<file path="config.mk">
export PLATFORM = sky130hd
export DESIGN_NAME = hba_rr_arbiter
export DESIGN_NICKNAME = d
export VERILOG_FILES = /design/src/rtl/hba_arb_pkg.sv /design/src/rtl/hba_rr_pick.sv /design/src/rtl/hba_rr_arbiter.sv
export SDC_FILE = /design/constraint.sdc
export NUM_CORES = 1
export LEC_CHECK = 0
export CAP_MARGIN = 20
export CORE_MARGIN = 1
export CORE_UTILIZATION = 30
export DETAILED_ROUTE_END_ITERATION = 16
export HOLD_SLACK_MARGIN = 0.02
export PLACE_DENSITY = 0.44
export SYNTH_ARGS = -nofsm -noshare
export SYNTH_HDL_FRONTEND = slang
export SYNTH_SLANG_ARGS = --single-unit
</file>
<file path="constraint.sdc">
create_clock -name hba_clk -period 3 [get_ports hba_clk]
set_input_delay 0.45 -clock hba_clk [delete_from_list [all_inputs] [get_ports hba_clk]]
set_output_delay 0.45 -clock hba_clk [all_outputs]
set_load 0.005 [all_outputs]
</file>
<file path="src/rtl/hba_arb_pkg.sv">
`default_nettype none
// +----------------------------------------------------------------------------+
// | Module      : hba_arb_pkg                                                  |
// | Description : Shared constants and FSM encoding for the HBA arbiter.       |
// | Revision    : 1.0                                                          |
// +----------------------------------------------------------------------------+
package hba_arb_pkg;

    localparam int NUM_MASTERS = 4;
    localparam int OWNER_W     = 2;

    typedef enum logic [1:0] {
        ST_IDLE  = 2'd0,
        ST_GRANT = 2'd1,
        ST_OWNED = 2'd2,
        ST_GAP   = 2'd3
    } arb_state_t;

    // Reset value of the round-robin pointer, so master 0 is searched first.
    localparam logic [OWNER_W-1:0] LAST_WINNER_RST = 2'd3;

endpackage
`default_nettype wire

</file>
<file path="src/rtl/hba_rr_pick.sv">
`default_nettype none
// +----------------------------------------------------------------------------+
// | Module      : hba_rr_pick                                                  |
// | Description : Combinational round-robin pick starting after last_winner.   |
// | Revision    : 1.0                                                          |
// +----------------------------------------------------------------------------+
module hba_rr_pick
    import hba_arb_pkg::*;
(
    input  logic [NUM_MASTERS-1:0] request,
    input  logic [OWNER_W-1:0]     last_winner,
    output logic [NUM_MASTERS-1:0] grant,
    output logic [OWNER_W-1:0]     index
);

    logic               found;
    logic [OWNER_W-1:0] cand;

    // Candidate offset NUM_MASTERS wraps back onto last_winner itself.
    always_comb begin
        grant = '0;
        index = last_winner;
        found = 1'b0;
        cand  = '0;
        for (int i = 1; i <= NUM_MASTERS; i++) begin
            cand = last_winner + OWNER_W'(i);
            if (!found && request[cand]) begin
                found       = 1'b1;
                grant[cand] = 1'b1;
                index       = cand;
            end
        end
    end

endmodule
`default_nettype wire

</file>
<file path="src/rtl/hba_rr_arbiter.sv">
`default_nettype none
// +----------------------------------------------------------------------------+
// | Module      : hba_rr_arbiter                                               |
// | Description : 4-master round-robin bus arbiter with grant timeout;         |
// |               optional OWNED watchdog when HBA_ARB_WDOG_EN is defined.     |
// | Revision    : 1.0                                                          |
// +----------------------------------------------------------------------------+
module hba_rr_arbiter
    import hba_arb_pkg::*;
#(
    parameter int GRANT_TMO   = 15,
    parameter int WDOG_CYCLES = 1023
) (
    input  logic                   hba_clk,
    input  logic                   hba_reset_n,
    input  logic                   hba_select,
    input  logic [NUM_MASTERS-1:0] hba_mrequest,
    output logic [NUM_MASTERS-1:0] hba_mgrant,
    output logic [OWNER_W-1:0]     hba_owner,
    output logic                   hba_busy,
    output logic                   hba_grant_tmo,
    output logic                   hba_bus_abort
);

`ifdef HBA_ARB_WDOG_EN
    localparam int CNT_W = 16;
    localparam logic [CNT_W-1:0] WDOG_LIMIT = CNT_W'(WDOG_CYCLES - 1);
`else
    localparam int CNT_W = 8;
    // Watchdog depth has no effect in this build; the empty block only keeps it referenced.
    if (WDOG_CYCLES < 1) begin : g_wdog_unused
    end
`endif
    localparam logic [CNT_W-1:0] GRANT_LIMIT = CNT_W'(GRANT_TMO - 1);

    arb_state_t             state, next_state;
    logic [CNT_W-1:0]       cnt, next_cnt, cnt_inc;
    logic [OWNER_W-1:0]     last_winner, next_last;
    logic [OWNER_W-1:0]     next_owner;
    logic [NUM_MASTERS-1:0] next_grant;
    logic                   next_tmo;
    logic [NUM_MASTERS-1:0] pick_grant;
    logic [OWNER_W-1:0]     pick_idx;
`ifdef HBA_ARB_WDOG_EN
    logic                   next_abort;
`endif

    hba_rr_pick u_pick (
        .request     (hba_mrequest),
        .last_winner (last_winner),
        .grant       (pick_grant),
        .index       (pick_idx)
    );

    assign cnt_inc  = (cnt == {CNT_W{1'b1}}) ? cnt : cnt + CNT_W'(1);
    assign hba_busy = (state != ST_IDLE);

    always_ff @(posedge hba_clk or negedge hba_reset_n) begin
        if (!hba_reset_n) begin
            state         <= ST_IDLE;
            cnt           <= '0;
            last_winner   <= LAST_WINNER_RST;
            hba_owner     <= '0;
            hba_mgrant    <= '0;
            hba_grant_tmo <= 1'b0;
`ifdef HBA_ARB_WDOG_EN
            hba_bus_abort <= 1'b0;
`endif
        end else begin
            state         <= next_state;
            cnt           <= next_cnt;
            last_winner   <= next_last;
            hba_owner     <= next_owner;
            hba_mgrant    <= next_grant;
            hba_grant_tmo <= next_tmo;
`ifdef HBA_ARB_WDOG_EN
            hba_bus_abort <= next_abort;
`endif
        end
    end

`ifndef HBA_ARB_WDOG_EN
    assign hba_bus_abort = 1'b0;
`endif

    always_comb begin
        next_state = state;
        next_cnt   = cnt_inc;
        next_last  = last_winner;
        next_owner = hba_owner;
        next_grant = '0;
        next_tmo   = 1'b0;
`ifdef HBA_ARB_WDOG_EN
        next_abort = 1'b0;
`endif
        case (state)
            ST_IDLE: begin
                next_cnt = '0;
                if (!hba_select && (|hba_mrequest)) begin
                    next_grant = pick_grant;
                    next_owner = pick_idx;
                    next_last  = pick_idx;
                    next_state = ST_GRANT;
                end
            end
            ST_GRANT: begin
                if (hba_select) begin
                    next_cnt   = '0;
                    next_state = ST_OWNED;
                end else if (!hba_mrequest[hba_owner] || (cnt == GRANT_LIMIT)) begin
                    // A withdrawn request is handled like an expired grant.
                    next_cnt   = '0;
                    next_tmo   = 1'b1;
                    next_state = ST_IDLE;
                end else begin
                    next_grant = hba_mgrant;
                end
            end
            ST_OWNED: begin
`ifdef HBA_ARB_WDOG_EN
                if (cnt == WDOG_LIMIT) begin
                    next_cnt   = '0;
                    next_abort = 1'b1;
                    next_state = ST_GAP;
                end else if (!hba_select) begin
                    next_cnt   = '0;
                    next_state = ST_GAP;
                end
`else
                next_cnt = '0;
                if (!hba_select) begin
                    next_state = ST_GAP;
                end
`endif
            end
            ST_GAP: begin
                next_cnt   = '0;
                next_state = ST_IDLE;
            end
            default: begin
                next_cnt   = '0;
                next_state = ST_IDLE;
            end
        endcase
    end

endmodule
`default_nettype wire

</file>
==> summary.txt, run 1 <==
post-CTS setup buffers -> 0
Worst EP arrival -> 2.58 ns
Crit path largest cell delay -> 0.68 ns
Slew HR -> 41.21%
clk root buf -> clkbuf_8
Clock Sinks -> 19
post-synth net total -> 185
period utilization -> 81.22%
DRC -> 0
Slowest-stage cell, CP -> or4_4
fill count -> 499
peak supply drop -> 0.0003542 V
Cells after DPL -> 246
Die ar. -> 0.005339 mm²
Die H -> 73.07 µm
max-slew violations -> 0
Die Wd -> 73.07 µm
critical path, cell by cell -> clkdlybuf4s50_1, or4_4, and2_1, a32o_1, a221o_1
total wire length -> 3659 µm
sequential area share after synthesis -> 31.54%
largest net degree at the start of global routing -> 22
Routed Antenna Nets -> 0
commonest cells after routing, fill and taps aside -> dfrtp_1 (17), nor2_1 (15), nand2_1 (15), o21ai_0 (15), clkdlybuf4s50_1 (14)
# setup viols final -> 0
CTS Hold Bufs -> 0
Initial Util -> 31.66%
final clock skew -> 0.005221 ns
TritonCTS clock tree -> yes
Min Hold Slack -> 0.5324 ns
startpoint types -> primary input
CP endpoint kind -> flip-flop
HP Class -> reg -> reg
IO buf count -> 14
maximum level of the CTS H-tree -> 1
Clk Latency, worst-skew pair -> 0.26 ns
Tot GR Track Use -> 15.22%
DR pass1 iterations -> 4
sum of negative setup slack -> 0 ns
initial antenna violation count -> 0
Cell Rows -> 25
async set-reset flop share out of synthesis -> 100.0%
core area -> 0.004786 mm²
TritonCTS Buffers -> 3
fin crit period -> 2.437 ns
total gr overflow -> 0
Final Hold Vio Count -> 0
ant diodes -> 0
drt wl/cell -> 14.64 µm
Distinct cells, synth -> 50
Power Dens Cells -> 717.1 mW/mm²
Vias -> 1,335
first-pass GRT wire length -> 6272 µm
status -> finished, final reports clean
syn_area_per_cell -> 9.019 µm²
cells after synthesis -> 168
Yosys reg bits -> 19
Final Cell Area -> 0.001773 mm²
Max Freq -> 0.4104 GHz
I/O pin count -> 16
Yosys warnings -> 0
fin nets -> 201
Pleak -> 0.6986 nW
commonest non-fill, non-tap cell in the layout -> dfrtp_1
drt via density -> 5.340
Area growth syn-to-layout -> 17.01%
Starting DRT DRC Count -> 79
WS Path Type -> in -> reg
unrepaired setup endpoints after global routing -> no
hpwl dp -> 2726 µm
CP max FO -> 15
clock tree buffer depth -> 2
fin cells -> 250
Worst-path clk slew -> 0.07 ns
share of layout cells above drive strength 1 -> 12.02%
top_reg_cell synth -> dfrtp_1
placed cell areas -> 0.001727 mm²
Worst Path Required -> 3.14 ns
Post-CTS Resized -> 0
gpl congestion -> 0.8015
synthesized cell area -> 0.001515 mm²
max_cap viols -> 0
Post-synth EDFFs -> 0
worst slew pin tran -> 0.8790 ns
vias in the first global route -> 1,255
[state kept, by name, summed over array words and instances, names as in the netlist, named ones only]
name / flops
state: 1
hba_mgrant: 4
hba_grant_tmo: 1
cnt: 8
hba_owner: 2
last_winner: 2
[synthesized netlist by cell type, drive strengths merged, types with 4 or more instances]
cell	n	area, µm²
a221o	4	40.04
buf	8	57.55
dfrtp	17	425.4
ha	10	125.1
inv	5	18.77
nand2	15	56.30
nand2b	6	37.54
nand3	6	30.03
nand4	5	31.28
nor2	16	62.56
nor3	6	30.03
nor4	4	25.02
o21ai	16	80.07
[power by group]
part | total, W | internal, W | switching [W]
Sequential | 0.000364 | 0.000318 | 0.0000460
Combinational | 0.000728 | 0.000328 | 0.000401
Clock | 0.000179 | 0.0000923 | 0.0000863
[per-stage QoR]
stage                     power [W]  worst slack [ns]  utilization (%)
after floorplan           0.0008800            0.4249                -
after detailed placement   0.001098            0.3254            36.08
after CTS                  0.001285            0.5855            37.05
after global placement     0.001106            0.3932            36.08
final                      0.001271            0.5633            37.05
after global routing       0.001385            0.4954            37.05
[worst max-delay path, delay by kind of cell]
family                 cells  cell delay, ns
AO/OA/AOI/OAI              2            0.50
buffers and inverters      1            0.67
AND/OR/NAND/NOR            2            0.95
[area by class of cell]
cell class	instances	area (µm²)	area share, %
Clock buffer	3	41.29	2.329
Clock inverter	1	5.005	0.2823
Inverter	5	18.77	1.059
Multi-Input combinational cell	134	953.4	53.78
Sequential cell	19	478.0	26.96
Tap cell	67	83.83	4.728
Timing Repair Buffer	21	192.7	10.87
[final timing paths]
check	slack [ns]	depth (start not counted)	from	to
max in group asynchronous	1.77	1	hba_reset_n	cnt[5]
min in group asynchronous	0.69	1	hba_reset_n	hba_owner[1]
hold reg to reg	0.53	1	state[0]	state[0]
setup / recovery	0.56	5	hba_mrequest[2]	hba_mgrant[1]
setup reg to reg	0.69	6	last_winner[0]	hba_mgrant[1]
hold / removal	0.53	1	state[0]	state[0]
[per-layer routing]
| layer | wire length [µm] | GRT usage (%) | part of all wire [%] |
|---|---|---|---|
| met5 | 0 | 0 | 0 |
| met4 | 25 | 1.961 | 0.68 |
| met3 | 135 | 3.453 | 3.7 |
| met2 | 1625 | 22.63 | 44 |
| met1 | 1873 | 22.81 | 51 |
[cell families (layout without fill, tap and decap cells)]
family | after synthesis | count (layout) | synth area share, %
AOI/OAI and AO/OA | 43 | 43 | 20.40
other | 1 | 1 | 0.2475
muxes | 6 | 6 | 6.523
DFF | 19 | 19 | 31.54
and+or+nand+nor | 70 | 70 | 25.19
adders and majority gates | 10 | 10 | 8.258
xor gates and xnor gates | 4 | 4 | 2.313
buffers and inverters | 15 | 30 | 5.533
Power figures use the tool's default switching activity.
==> inputs of run 2 (changes only) <==
==> constraint.sdc (replaced) <==
create_clock -name hba_clk -period 2.25 [get_ports hba_clk]
set_input_delay 0.3375 -clock hba_clk [delete_from_list [all_inputs] [get_ports hba_clk]]
set_output_delay 0.3375 -clock hba_clk [all_outputs]
set_load 0.005 [all_outputs]
==> run 2 against run 1 <==
Net effect:
- global-route usage up 1.0 points
- total power up 51%
- critical path depth up 3
- first-iteration DRC count down 16%
- clock skew up 0.00087 ns
- sequential power up 36%
- sequential share of layout area down 2.9 points
- clock power up 36%
- worst hold slack worse by 0.12 ns
- count of clock-buffer cells in the layout up 1
- wire length up 6.9%
- flip-flop and latch count unchanged
- critical path type is now reg -> reg
- critical endpoint is now hba_mgrant[0]
- largest power group unchanged
==> summary.txt, run 2 (same netlist as run 1, synthesis figures left out) <==
status -> finished, final reports clean
vias in the first global route -> 1,469
initial antenna violation count -> 0
fin cells -> 274
commonest non-fill, non-tap cell in the layout -> buf_4
total wire length -> 3911 µm
unrepaired setup endpoints after global routing -> no
Clock Sinks -> 19
clk root buf -> clkbuf_8
Regs by FF count -> cnt (8), hba_mgrant (4)
sw power -> 0.0007698 W
commonest cells after routing, fill and taps aside -> buf_4 (30), dfrtp_1 (17), nor2_1 (15), nand2_1 (15), o21ai_0 (15)
CTS Hold Bufs -> 0
cell-internal power -> 0.001146 W
sum of negative setup slack -> 0 ns
Comb pwr share -> 61.5%
Starting DRT DRC Count -> 66
share of layout cells above drive strength 1 -> 24.15%
hpwl dp -> 3038 µm
Power Dens Cells -> 962.9 mW/mm²
switching share of power -> 40.19%
CP startpoint -> last_winner[0]
Biggest register -> cnt
Cells after DPL -> 268
WS Path Type -> reg -> reg
DR pass1 iterations -> 4
peak supply drop -> 0.0004831 V
Clk Latency, worst-skew pair -> 0.26 ns
worst slew pin tran -> 0.4966 ns
HP Class -> in -> async
Final Hold Vio Count -> 0
max-slew violations -> 0
Tot GR Track Use -> 16.26%
I/O pin count -> 16
total gr overflow -> 0
TritonCTS Buffers -> 3
fin worst setup slack -> 0.09401 ns
Slowest-stage cell, CP -> dfstp_2
Die Wd -> 73.07 µm
max_cap viols -> 0
largest net degree at the start of global routing -> 22
Pleak -> 0.8110 nW
ant diodes -> 0
core area -> 0.004786 mm²
Worst-path clk slew -> 0.08 ns
Initial Util -> 31.66%
Die ar. -> 0.005339 mm²
Cell Rows -> 25
Crit path buffers/inverters -> 2
DRC -> 0
clock network fraction of design power -> 12.7%
Slew HR -> 66.64%
share of power burned in registers -> 25.8%
first-pass GRT wire length -> 6858 µm
fin nets -> 225
Routed Antenna Nets -> 0
Max Freq -> 0.4638 GHz
# setup viols final -> 0
drt via density -> 5.197
maximum level of the CTS H-tree -> 1
placed cell areas -> 0.001904 mm²
reg-to-reg startpoint -> last_winner[0]
Crit path largest cell delay -> 0.56 ns
TritonCTS clock tree -> yes
Largest register FFs -> 8
CP top delay family -> flip-flops
Vias -> 1,424
Worst Path Required -> 2.39 ns
post-place setup slack -> -0.1321 ns
period utilization -> 95.82%
startpoint types -> flip-flop
Final Cell Area -> 0.001989 mm²
CP max FO -> 5
Area growth syn-to-layout -> 31.30%
IO buf count -> 14
final clock skew -> 0.006088 ns
final core area utilization -> 41.57%
CP endpoint kind -> flip-flop
gpl congestion -> 0.8498
drt wl/cell -> 14.27 µm
Worst EP arrival -> 2.30 ns
fin crit period -> 2.156 ns
critical path, cell by cell -> inv_2, ha_4, nand4bb_4, nor3_1, nor4_1, buf_4, a21oi_2, a221o_1
clock tree buffer depth -> 2
Die H -> 73.07 µm
-- run 2: final cells by class --
cell class                 instances  area (µm²)
fill                             466        2796
multi-input combinational        134       987.2
sequential                        19       478.0
timing repair buffer              45       376.6
tap                               67       83.83
clock buffer                       4       45.04
inverter                           5       18.77
-- run 2: power by group through the flow --
| stage | clock (W) | sequential, W | combinational, W |
|---|---|---|---|
| after detailed placement | 0 | 0.000498 | 0.00111 |
| after CTS | 0.000257 | 0.000492 | 0.00111 |
| after global routing | 0.000266 | 0.000504 | 0.00130 |
| after global placement | 0 | 0.000497 | 0.00111 |
| final | 0.000244 | 0.000494 | 0.00118 |
| after floorplan | 0 | 0.000494 | 0.000719 |
-- run 2: worst reg2reg max path, delay by kind of cell, from the launching register on --
family                   cells  cell delay [ns]
buffers and inverters        2             0.24
AO/OA/AOI/OAI                2             0.44
adder cells (fa/ha/maj)      1             0.29
flip-flops                   1             0.56
AND/OR/NAND/NOR              3             0.51
-- run 2: worst paths after layout --
kind                       slack [ns]              to  cells past startpoint
setup reg to reg                 0.09   hba_mgrant[0]                      8
hold reg to reg                  0.52        state[0]                      1
setup / recovery                 0.09   hba_mgrant[0]                      8
min in group hba_clk             0.52        state[0]                      1
max in group asynchronous        1.57  last_winner[0]                      2
hold / removal                   0.42          cnt[6]                      2
-- run 2: through the flow --
stage               hold slack, ns  total power, W
floorplan                  0.04191        0.001213
global placement            0.5068        0.001610
detailed placement          0.5186        0.001610
CTS                         0.4262        0.001862
global route                0.4489        0.002072
finish                      0.4165        0.001916
-- run 2: routing by layer --
layer	vias to the layer above	wire, µm	global-route usage (%)
met5	-	0	0
met2	35	1879	27.47
li1	713	-	-
met1	672	1856	21.50
met3	4	128	1.934
met4	0	46	5.229
-- run 2: timing repair --
item                                    in CTS  in global routing
gates resized for setup                      0                  5
endpoints found under the setup margin       0                  4
buffers inserted                             0                  2
==> inputs of run 3 (changes only) <==
--- a/config.mk
+++ b/config.mk
@@ -6,6 +6,7 @@
 export NUM_CORES = 1
 export LEC_CHECK = 0
 export CAP_MARGIN = 20
+export CORE_ASPECT_RATIO = 2
 export CORE_MARGIN = 1
 export CORE_UTILIZATION = 30
 export DETAILED_ROUTE_END_ITERATION = 16
==> run 3 against run 2 <==
Net effect:
- die area up 0.31%
- maximum frequency down 1.1%
- setup slack worse by 0.024 ns
- critical endpoint is now hba_mgrant[2]
- largest cell class unchanged
==> summary.txt, run 3 (same netlist as run 1, synthesis figures left out) <==
fin crit period -> 2.180 ns
final core area utilization -> 40.82%
ant diodes -> 0
Starting DRT DRC Count -> 33
max-slew violations -> 0
fin nets -> 223
CP startpoint -> last_winner[0]
commonest cells after routing, fill and taps aside -> buf_4 (28), dfrtp_1 (17), nor2_1 (15), nand2_1 (15), o21ai_0 (15)
startpoint types -> flip-flop
Worst-path clk slew -> 0.08 ns
TritonCTS Buffers -> 3
max_cap viols -> 0
final clock skew -> 0.007093 ns
# setup viols final -> 0
Tot GR Track Use -> 19.33%
hpwl dp -> 3668 µm
r2r setup slk -> 0.07 ns
I/O pin count -> 16
Clk Latency, worst-skew pair -> 0.26 ns
share of layout cells above drive strength 1 -> 23.41%
CTS Hold Bufs -> 0
drt via density -> 5.618
Largest register FFs -> 8
HP Class -> in -> async
clk root buf -> clkbuf_8
maximum level of the CTS H-tree -> 1
Die Wd -> 52.25 µm
Biggest register -> cnt
IO buf count -> 14
TritonCTS clock tree -> yes
Vias -> 1,472
largest net degree at the start of global routing -> 22
Final Hold Vio Count -> 0
vias in the first global route -> 1,507
total gr overflow -> 0
initial antenna violation count -> 0
total wire length -> 4646 µm
Regs by FF count -> cnt (8), hba_mgrant (4)
Power Dens Cells -> 976.3 mW/mm²
FF-to-FF End -> hba_mgrant[2]
reg-to-reg startpoint -> last_winner[0]
CP max FO -> 21
Routed Antenna Nets -> 0
core area -> 0.004865 mm²
Clock Sinks -> 19
Cell Rows -> 36
Initial Util -> 31.15%
Worst Path Required -> 2.38 ns
DR pass1 iterations -> 4
status -> finished, final reports clean
drt wl/cell -> 17.73 µm
Min Hold Slack -> 0.4099 ns
Max Freq -> 0.4588 GHz
Die H -> 102.5 µm
R2R cell count -> 6
Area growth syn-to-layout -> 31.05%
first-pass GRT wire length -> 7707 µm
gpl congestion -> 0.8426
critical path, cell by cell -> buf_12, mux4_2, nand2_1, o21ai_0, a32o_1, a221o_1
Worst EP arrival -> 2.31 ns
peak supply drop -> 0.0003824 V
Slowest-stage cell, CP -> mux4_2
Die ar. -> 0.005356 mm²
Pleak -> 0.8052 nW
Crit path largest cell delay -> 0.60 ns
clock tree buffer depth -> 2
CP endpoint kind -> flip-flop
Power Total -> 0.001939 W
unrepaired setup endpoints after global routing -> yes
DRC -> 0
commonest non-fill, non-tap cell in the layout -> buf_4
post-CTS setup buffers -> 0
period utilization -> 96.87%
WS Path Type -> reg -> reg
[run 3: repair_timing]
action                                  in CTS  in global routing
pin swaps                                    0                  6
gates cloned                                 0                  0
endpoints found under the setup margin       4                  6
resized for setup                            1                  5
[run 3: worst max-delay path by stage]
stage               endpoint  cells after the start  slack (ns)
2_1_floorplan  hba_mgrant[1]                      9      -0.006
3_3_place_gp    hba_owner[1]                      7       -0.11
3_5_place_dp   hba_mgrant[2]                      9       -0.11
4_1_cts        hba_mgrant[2]                      7        0.08
5_1_grt        hba_mgrant[0]                      6      -0.001
6_report       hba_mgrant[2]                      6        0.07
[run 3: worst max-delay path, delay by kind of cell (launching register included)]
family / cells / cell delay (ns)
AOI/OAI and AO/OA: 3 / 0.60
buffers and inverters: 1 / 0.18
DFF: 1 / 0.57
muxes: 1 / 0.60
and+or+nand+nor: 1 / 0.10
[run 3: metrics by stage]
step,worst slack [ns],instances,TNS [ns],area [µm²]
final,0.07033,262,0,1986
after global routing,-0.001181,262,-0.001181,1986
after CTS,0.07572,262,0,1953
after floorplan,-0.006136,168,-0.01840,1544
after detailed placement,-0.1077,258,-0.6991,1904
after global placement,-0.1052,258,-0.4892,1904
[run 3: layout make-up]
cell class                      count  area (µm²)
Clock buffer                        4       45.04
Fill cell                         501        2879
Inverter                            5       18.77
Multi-Input combinational cell    134        1002
Sequential cell                    19       478.0
Tap cell                           57       71.32
Timing Repair Buffer               43       370.4
[run 3: report_power, final]
| group | internal [W] | switching [W] |
|---|---|---|
| logic | 0.000578 | 0.000619 |
| registers | 0.000425 | 0.0000782 |
| clock network | 0.000126 | 0.000113 |
[run 3: per-layer routing]
layer | vias to the layer above | GRT usage (%) | wire, µm
met5 | - | 0 | 0
met4 | 0 | 10.73 | 82
met3 | 6 | 1.622 | 49
met2 | 19 | 36.59 | 2831
met1 | 739 | 19.87 | 1683
li1 | 708 | - | -
